===== src/rtl/uart_pkg.sv =====
// uart_pkg: shared constants and types for the framed UART receiver.
// Latency: n/a (declarations only).
// Backpressure: n/a.
// Contents: parity mode constants, receiver state enum, 3-input majority helper.
package uart_pkg;

  localparam int PARITY_NONE = 0;
  localparam int PARITY_EVEN = 1;
  localparam int PARITY_ODD  = 2;

  typedef enum logic [2:0] {
    IDLE,
    START,
    DATA,
    PAR,
    STOP,
    BRK
  } rx_state_e;

  // Majority of three line samples; one corrupted sample cannot flip the bit.
  function automatic logic maj3(input logic a, input logic b, input logic c);
    return (a & b) | (a & c) | (b & c);
  endfunction

endpackage


===== src/rtl/uart_rx_framed_if.sv =====
// uart_rx_framed_if: received-word delivery bundle between receiver and consumer.
// Latency: n/a (wires only).
// Backpressure: word held while dout_valid && !dout_ready.
// Signals: dout, dout_valid, parity_err, frame_err (receiver -> consumer),
//          dout_ready (consumer -> receiver).
interface uart_rx_framed_if #(
  parameter int D_BIT = 8
);

  logic [D_BIT-1:0] dout;
  logic             dout_valid;
  logic             dout_ready;
  logic             parity_err;
  logic             frame_err;

  modport master (
    output dout,
    output dout_valid,
    output parity_err,
    output frame_err,
    input  dout_ready
  );

  modport slave (
    input  dout,
    input  dout_valid,
    input  parity_err,
    input  frame_err,
    output dout_ready
  );

endinterface


===== src/rtl/uart_sync2.sv =====
// uart_sync2: two-flop synchroniser for an asynchronous single-bit input.
// Latency: 2 clk.
// Backpressure: none.
// Ports: clk, rst_n (async active-low), d_i (async input), q_o (synchronised output).
module uart_sync2 #(
  parameter logic RST_VAL = 1'b1
) (
  input  logic clk,
  input  logic rst_n,
  input  logic d_i,
  output logic q_o
);

  logic [1:0] sync_q;

  always_ff @(posedge clk or negedge rst_n) begin
    if (!rst_n) begin
      sync_q <= {2{RST_VAL}};
    end else begin
      sync_q <= {sync_q[0], d_i};
    end
  end

  assign q_o = sync_q[1];

endmodule


===== src/rtl/uart_rx_framed.sv =====
// uart_rx_framed: oversampled UART receiver with majority vote, parity/frame/overrun checks.
// Latency: dout_valid rises 1 clk after the s_tick carrying the final stop-bit vote.
// Backpressure: one-entry buffer; a frame finishing while the buffer is full is dropped
//               and overrun_err pulses for one clk.
// Ports: clk, rst_n, rx (async serial line), s_tick (oversample strobe),
//        out_if (dout/dout_valid/dout_ready/parity_err/frame_err), overrun_err, busy.
module uart_rx_framed
  import uart_pkg::*;
#(
  parameter int D_BIT     = 8,
  parameter int OS        = 16,
  parameter int PARITY    = PARITY_NONE,
  parameter int STOP_BITS = 1
) (
  input  logic                 clk,
  input  logic                 rst_n,
  input  logic                 rx,
  input  logic                 s_tick,
  output logic                 overrun_err,
  output logic                 busy,
  uart_rx_framed_if.master     out_if
);

  localparam int SW = $clog2(OS);
  localparam int NW = $clog2(D_BIT + 1);

  logic             rxs;
  rx_state_e        state_q, state_d;
  logic [SW-1:0]    s_q, s_d;
  logic [NW-1:0]    n_q, n_d;
  logic [D_BIT-1:0] sh_q, sh_d;
  logic [1:0]       hist_q, hist_d;
  logic             perr_q, perr_d;
  logic             ferr_q, ferr_d;
  logic             frame_done;

  logic [D_BIT-1:0] dout_q;
  logic             vld_q, pe_q, fe_q, ovr_q;

  logic             vote;
  logic             s_end;
  logic             stop_err;

  uart_sync2 #(.RST_VAL(1'b1)) u_sync (
    .clk   (clk),
    .rst_n (rst_n),
    .d_i   (rx),
    .q_o   (rxs)
  );

  // hist_q holds the two previous tick samples; the current rxs is the third.
  assign vote     = maj3(hist_q[1], hist_q[0], rxs);
  assign s_end    = (s_q == SW'(OS - 1));
  assign stop_err = ferr_q | ~vote;

  // State register
  always_ff @(posedge clk or negedge rst_n) begin
    if (!rst_n) begin
      state_q <= IDLE;
      s_q     <= '0;
      n_q     <= '0;
      sh_q    <= '0;
      hist_q  <= 2'b11;
      perr_q  <= 1'b0;
      ferr_q  <= 1'b0;
    end else begin
      state_q <= state_d;
      s_q     <= s_d;
      n_q     <= n_d;
      sh_q    <= sh_d;
      hist_q  <= hist_d;
      perr_q  <= perr_d;
      ferr_q  <= ferr_d;
    end
  end

  // Next-state logic
  always_comb begin
    state_d    = state_q;
    s_d        = s_q;
    n_d        = n_q;
    sh_d       = sh_q;
    perr_d     = perr_q;
    ferr_d     = ferr_q;
    frame_done = 1'b0;
    hist_d     = s_tick ? {hist_q[0], rxs} : hist_q;

    unique case (state_q)
      IDLE: begin
        if (!rxs) begin
          state_d = START;
          s_d     = '0;
        end
      end
      START: begin
        if (s_tick) begin
          if (s_q == SW'(OS / 2 - 1)) begin
            // Line back high at mid start bit: treat as noise.
            if (rxs) begin
              state_d = IDLE;
            end else begin
              state_d = DATA;
              s_d     = '0;
              n_d     = '0;
              perr_d  = 1'b0;
              ferr_d  = 1'b0;
            end
          end else begin
            s_d = s_q + 1'b1;
          end
        end
      end
      DATA: begin
        if (s_tick) begin
          if (s_end) begin
            s_d  = '0;
            sh_d = {vote, sh_q[D_BIT-1:1]};
            if (n_q == NW'(D_BIT - 1)) begin
              n_d     = '0;
              state_d = (PARITY != PARITY_NONE) ? PAR : STOP;
            end else begin
              n_d = n_q + 1'b1;
            end
          end else begin
            s_d = s_q + 1'b1;
          end
        end
      end
      PAR: begin
        if (s_tick) begin
          if (s_end) begin
            perr_d  = ((^sh_q) ^ vote) != (PARITY == PARITY_ODD);
            s_d     = '0;
            n_d     = '0;
            state_d = STOP;
          end else begin
            s_d = s_q + 1'b1;
          end
        end
      end
      STOP: begin
        if (s_tick) begin
          if (s_end) begin
            s_d    = '0;
            ferr_d = stop_err;
            if (STOP_BITS == 2 && n_q == '0) begin
              n_d = NW'(1);
            end else begin
              n_d        = '0;
              frame_done = 1'b1;
              // A low stop bit may be the start of a break; wait for the line to recover.
              state_d    = stop_err ? BRK : IDLE;
            end
          end else begin
            s_d = s_q + 1'b1;
          end
        end
      end
      BRK: begin
        if (rxs) begin
          state_d = IDLE;
        end
      end
      default: state_d = IDLE;
    endcase
  end

  // Output logic
  always_comb begin
    busy = (state_q != IDLE);
  end

  // One-entry output buffer; a buffered word is only replaced if consumed this clk.
  always_ff @(posedge clk or negedge rst_n) begin
    if (!rst_n) begin
      dout_q <= '0;
      vld_q  <= 1'b0;
      pe_q   <= 1'b0;
      fe_q   <= 1'b0;
      ovr_q  <= 1'b0;
    end else begin
      ovr_q <= 1'b0;
      if (frame_done) begin
        if (!vld_q || out_if.dout_ready) begin
          dout_q <= sh_q;
          pe_q   <= perr_q;
          fe_q   <= stop_err;
          vld_q  <= 1'b1;
        end else begin
          ovr_q <= 1'b1;
        end
      end else if (vld_q && out_if.dout_ready) begin
        vld_q <= 1'b0;
      end
    end
  end

  assign out_if.dout       = dout_q;
  assign out_if.dout_valid = vld_q;
  assign out_if.parity_err = pe_q;
  assign out_if.frame_err  = fe_q;
  assign overrun_err       = ovr_q;

endmodule


===== src/flat_wrapper.sv =====
// flat-port wrapper written by rule: the top's interface ports become plain ports
module uart_rx_framed_flat import uart_pkg::*;
#(
  parameter int D_BIT     = 8,
  parameter int OS        = 16,
  parameter int PARITY    = PARITY_NONE,
  parameter int STOP_BITS = 1
)
  (clk, rst_n, rx, s_tick, overrun_err, busy, out_if_dout, out_if_dout_valid, out_if_parity_err, out_if_frame_err, out_if_dout_ready);
  uart_rx_framed_if #(.D_BIT(D_BIT)) out_if_i ();
  input  logic clk;
  input  logic rst_n;
  input  logic rx;
  input  logic s_tick;
  output logic overrun_err;
  output logic busy;
  output wire logic [$bits(out_if_i.dout)-1:0] out_if_dout;
  output wire logic [$bits(out_if_i.dout_valid)-1:0] out_if_dout_valid;
  output wire logic [$bits(out_if_i.parity_err)-1:0] out_if_parity_err;
  output wire logic [$bits(out_if_i.frame_err)-1:0] out_if_frame_err;
  input wire logic [$bits(out_if_i.dout_ready)-1:0] out_if_dout_ready;
  assign out_if_dout = out_if_i.dout;
  assign out_if_dout_valid = out_if_i.dout_valid;
  assign out_if_parity_err = out_if_i.parity_err;
  assign out_if_frame_err = out_if_i.frame_err;
  assign out_if_i.dout_ready = out_if_dout_ready;
  uart_rx_framed #(.D_BIT(D_BIT), .OS(OS), .PARITY(PARITY), .STOP_BITS(STOP_BITS)) u_core (.clk(clk), .rst_n(rst_n), .rx(rx), .s_tick(s_tick), .overrun_err(overrun_err), .busy(busy), .out_if(out_if_i));
endmodule

===== config.mk =====
export PLATFORM = sky130hd
export DESIGN_NAME = uart_rx_framed_flat
export DESIGN_NICKNAME = d
export VERILOG_FILES = /design/src/rtl/uart_pkg.sv /design/src/rtl/uart_rx_framed_if.sv /design/src/rtl/uart_sync2.sv /design/src/rtl/uart_rx_framed.sv /design/src/flat_wrapper.sv
export SDC_FILE = /design/constraint.sdc
export NUM_CORES = 1
export LEC_CHECK = 0
export CAP_MARGIN = 20
export CORE_UTILIZATION = 38
export DETAILED_ROUTE_END_ITERATION = 16
export GPL_TIMING_DRIVEN = 0
export PLACE_DENSITY = 0.62
export SYNTH_ARGS = -nofsm -noshare
export SYNTH_HDL_FRONTEND = slang
export SYNTH_SLANG_ARGS = --single-unit

===== constraint.sdc =====
create_clock -name clk -period 3.9 [get_ports clk]
set_clock_uncertainty 0.15 [all_clocks]
set_input_delay 0.78 -clock clk [delete_from_list [all_inputs] [get_ports clk]]
set_output_delay 0.78 -clock clk [all_outputs]
set_load 0.005 [all_outputs]

Yosys cells after proc, flatten, opt, wreduce, memory -nomap -nowiden
Cells that the tools add are included.
{ "totals": {"out_inout_bits": 13, "memories": 0, "latch_bits": 0, "mem_bits_ro": 0, "input_bits": 5, "wordCells": 114, "reg_bits": 37, "ram_bits": 0} }
{ "op_classes": {"div_mod_pow": 0, "n_mul": 0, "mux": 46, "addsub": 2, "order_cmp": 0, "eq_ne": 24, "n_reduce_logical": 21, "n_bitwise": 8, "shift": 0} }
{ "op_table": {"columns": ["cell", "n"], "rows": [
  ["$mux 4", 13],
  ["$mux 3", 12],
  ["$pmux 4 s3", 2],
  ["$pmux 3 s6", 1],
  ["$ne 2x1->1 const B", 8],
  ["$ne 2x2->1 const B", 8],
  ["$mux 1", 15],
  ["$reduce_and 6->1", 2],
  ["$reduce_and 11->1", 1],
  ["$reduce_bool 3->1", 3],
  ["$add 4x1->4 const B", 2],
  ["$eq 4x3->1 const B", 2],
  ["$reduce_and 8->1", 1],
  ["$reduce_xor 8->1", 1],
  ["$eq 3x2->1 const B", 2],
  ["$eq 3x3->1 const B", 2],
  ["$reduce_and 3->1", 2],
  ["$reduce_bool 2->1", 3],
  ["$eq 4x4->1 const B", 1],
  ["$pmux 1 s2", 2],
  ["$reduce_and 2->1", 2],
  ["$and 1x1->1", 3],
  ["$eq 3x1->1 const B", 1],
  ["$logic_not 3->1", 1],
  ["other kinds (9)", 11]
]} }

Logic depth before layout (Yosys ltp)
Gate-level depths: netlist (run 1).
{ "logic_depth": {"ltp_word": 9, "depth_mapped": 6, "ltp_nobuf": 5} }

Modules after synthesis
Synthesis (run 1) repeated with hierarchy kept, for this count alone.
{ "unflattened": {"cells_unflattened": 167, "hier_area_um2": 1880.6} }
{ "by_module_without_submodules": {"columns": ["mod", "cells_per_inst", "seq_area_each_um2", "area_each_um2", "instances"], "rows": [
  ["uart_rx_framed", 165, 878.3, 1828.0, 1],
  ["uart_sync2", 2, 52.6, 52.6, 1]
]} }

Worst setup path after synthesis (run 1)
OpenSTA, ideal clock, no wires.
{ "synth_path": {"kind": "input -> register", "startpoint": "input port s_tick", "endpoint": "register u_core.state_q[0]", "path_buffers": 1, "arrival_ns": 1.836, "cell_stages": 5, "required_time_ns": 3.625, "slack_ns": 1.789, "path_cell_list": "clkbuf_1 > or2b_1 > a221oi_1 > nor4_2 > mux2_4"} }
{ "synth_between": {"elab_chain_len": 2, "word_cells_on_any_way": 5, "classes_between": "4 x eq/ne; 1 x reduce/logical"} }
{ "synth_rtl": {"columns": ["element", "line", "rtl"], "rows": [
  ["from (decl)", "flat_wrapper.sv:14", "input logic s_tick;"],
  ["$ne 2x2->1 (no source line)", null, null],
  ["$reduce_and 11->1 (no source line) *", null, null],
  ["to (signal assigned)", "uart_rx_framed.sv:67", "state_q <= state_d;"],
  ["to (decl)", "uart_rx_framed.sv:28", "rx_state_e state_q, state_d;"]
]} }
Every way passes the cells marked *; elsewhere a longest branch is shown, timed or not.
A chain may end at the register's enable or synchronous reset.

Worst setup path in the final report (run 1)
{ "layout_path": {"startpoint": "register u_core.state_q[1]", "endpoint": "output port busy"} }
{ "layout_between": {"elab_chain_len": 1} }
{ "layout_rtl": {"columns": ["element", "line", "rtl"], "rows": [
  ["$reduce_bool 3->1", "uart_rx_framed.sv:170", "busy = (state_q != IDLE);"],
  ["to (decl)", "flat_wrapper.sv:16", "output logic busy;"]
]} }
No other way between the ends.

==> qor.csv, run 1 <==
metric;value;unit
Sink Count;37;
crit path launch type;register;
Core Rows;25;
antenna violations before repair;0;
Die Y;72.9;um
Critical Path End Type;primary output;
WS Path Type;register to primary output;
Final Cycle Share;69.1;%
die area;5310;sq um
CP delay by family, top;buffers and inverters;
RR Startpoint;u_core.s_q[0]$_DFFE_PN0P_;
drt pass-1 iters;4;
final WL;3820;um
post-CTS setup buffers;0;
first-pass GRT wire length;6550;um
WL per Instance;14.9;um
post-synth top area cell;dfrtp_1;
Rel. slew slack;46.7;%
layout filler cell count;429;
clk root buf;clkbuf_8;
post-synthesis cell count;164;
HP Class;register to register;
vias in the first global route;1421;
status;complete, no violations;
share of layout cells above drive strength 1;16.9;%
Tightest Pin Transition;0.800;ns
initial DRC count;41;
DP Wirelength;2760;um
Vias per Instance;5.34;
Area Growth Syn to Fin;19.3;%
Mapped Nets;171;
design area;2280;sq um
cts hold-fix bufs;0;
yosys warns;0;
port buffer count;17;
Cell Area, Synth;1910;sq um
post-synth top area share;43.3;%
Core Area;4790;sq um
largest net degree at the start of global routing;38;
Overflow after GRT;0;
CP max stage cell;clkdlybuf4s50_1;
final setup fails;0;
worst vdd ir;0.000295;V
Buffers & Inverters on Critical Path;2;
min-delay src;u_core.u_sync.sync_q[0]$_DFF_PN1_;
DP Cell Count;248;
Post-synth EDFFs;0;
Total Routing Usage GR;16.3;%
Post-Place Setup Slack;1.14;ns
Layout Nets;195;
Syn Area/Cell;11.6;sq um
Setup TNS Final;0;ns
Seq cells post-synth;37;
placed cell area;2160;sq um
post-route setup slack;1.20;ns
max-slew violation count;0;
Routed Antenna Nets;0;
Max clock buf depth;2;
antenna diode count;0;
Distinct cells, synth;55;
Die Wd;72.9;um
Worst path max stage delay;0.46;ns
Max FO, Critical Path;10;
Inserted Clock Buffers;5;
WP data arrival;1.77;ns
Primary FF master, synth;dfrtp_1;
total power;0.864;mW
top-level port count;18;
DR vias;1368;
Min Hold Slack;0.209;ns
max-cap violations;0;
Skew-Pair Late Insertion Delay;0.29;ns
asr flop ratio synth;100;%
area occupied by multi-input gates;905;sq um
DRC;0;
final hold vios;0;
post-CTS resize count;0;
P_leak;1.02;nW
Tmin final;2.70;ns
CP cell instances;buf_4 > or3_1 > clkdlybuf4s50_1;
clock transition at the registers of the reported paths;0.08;ns
top post-synthesis cells by area;dfrtp_1 (43%), mux2_1 (9.4%), dfstp_2 (5.5%);
Critical Path Start;u_core.state_q[1]$_DFFE_PN0P_;
starting density of the core;39.9;%
fin util;47.6;%
unrepaired setup endpoints after global routing;no;
Cell Pwr Density;379;nW/um^2
Peak Freq;0.371;GHz
storage element area;931;sq um
# H-tree levels;2;
register area share after synthesis;48.8;%
Placer Congestion;0.914;
CTS tree;built;
non-filler cells, final;256;
CP required;2.97;ns
==> layout make-up <==
| type | instances | area share, % |
|---|---|---|
| multi-input combinational | 112 | 39.7 |
| inverter | 8 | 1.32 |
| sequential | 37 | 40.9 |
| timing repair buffer | 17 | 7.25 |
| clock inverter | 2 | 1.65 |
| buffer | 7 | 1.92 |
| clock buffer | 6 | 3.62 |
| tap | 67 | 3.68 |
==> placed cells by master (no fill, tap or decap), drive strengths merged, types with 3 or more instances in the layout <==
cell	synthesis	final
nand2	7	7
a31oi	6	6
o21ai	12	12
nand4	3	3
inv	8	8
mux2	20	20
xnor2	6	6
buf	5	6
nand3	4	4
and3	5	5
dfstp	4	4
a21oi	6	6
nor2	5	5
clkbuf	2	8
clkdlybuf4s50	0	16
dfrtp	33	33
==> layer usage <==
| layer | track usage, % | share of wire (%) | routed length [um] |
|---|---|---|---|
| met5 | 0 | 0 | 0 |
| met4 | 7.84 | 2.6 | 99 |
| met3 | 3.73 | 3.8 | 144 |
| met2 | 27.4 | 50 | 1890 |
| met1 | 19.9 | 44 | 1680 |
==> path summary, 6_finish.rpt <==
| path | end | slack (ns) | cells after the start |
|---|---|---|---|
| max | busy | 1.20 | 3 |
| max in group asynchronous | u_core.sh_q[7]$_DFFE_PN0P_ | 2.67 | 1 |
| min | u_core.u_sync.sync_q[1]$_DFF_PN1_ | 0.21 | 0 |
| min in group asynchronous | u_core.overrun_err$_DFF_PN0_ | 0.43 | 1 |
| max reg2reg | u_core.out_if.dout[4]$_DFFE_PN0P_ | 1.78 | 5 |
| min reg2reg | u_core.u_sync.sync_q[1]$_DFF_PN1_ | 0.21 | 0 |
==> sequential cells by signal (all words and copies together) (netlist names) <==
name / flops
u_core.state_q: 3
u_core.hist_q: 2
u_core.n_q: 4
u_core.out_if.parity_err: 1
u_core.u_sync.sync_q: 2
u_core.out_if.frame_err: 1
u_core.overrun_err: 1
u_core.out_if.dout: 8
u_core.ferr_q: 1
u_core.perr_q: 1
u_core.sh_q: 8
u_core.s_q: 4
u_core.out_if.dout_valid: 1
==> power breakdown <==
| part | total (mW) | internal [mW] | leakage (nW) | switching [mW] |
|---|---|---|---|---|
| clock network | 0.342 | 0.208 | 0.0574 | 0.134 |
| registers | 0.437 | 0.409 | 0.483 | 0.0275 |
| logic | 0.0856 | 0.0417 | 0.480 | 0.0438 |
==> Yosys cell counts, drive strengths merged, types with 3 or more instances <==
cell and number:
a21oi 6, a31oi 6, and3 5, buf 5, dfrtp 33, dfstp 4, inv 8, mux2 20
nand2 7, nand3 4, nand4 3, nor2 5, o21ai 12, xnor2 6
==> kinds of logic after synthesis <==
| group | share of synthesized area, % |
|---|---|
| AOI/OAI and AO/OA | 14.7 |
| buffers and inverters | 3.87 |
| muxes | 13.0 |
| xor gates and xnor gates | 3.93 |
| DFF | 48.8 |
| adders and majority gates | 1.83 |
| and+or+nand+nor | 13.8 |
Note: power is estimated with default switching activity, not from simulation.
==> run 2: changes to the inputs <==
clock period = 2.5 ns   (was 3.9 ns; I/O delays follow)
==> results of run 2 <==
The final DEF is identical to that of run 1. Status: complete, no violations.
Among the figures that moved: setup slack after placement 1.14 ns -> 0.0180 ns; setup slack after layout 1.20 ns -> 0.0844 ns; hold slack 0.209 ns -> 0.146 ns; register-to-register setup slack 1.78 ns -> 0.38 ns; total power 0.864 mW -> 1.35 mW; worst IR drop on VDD 0.000295 V -> 0.000460 V
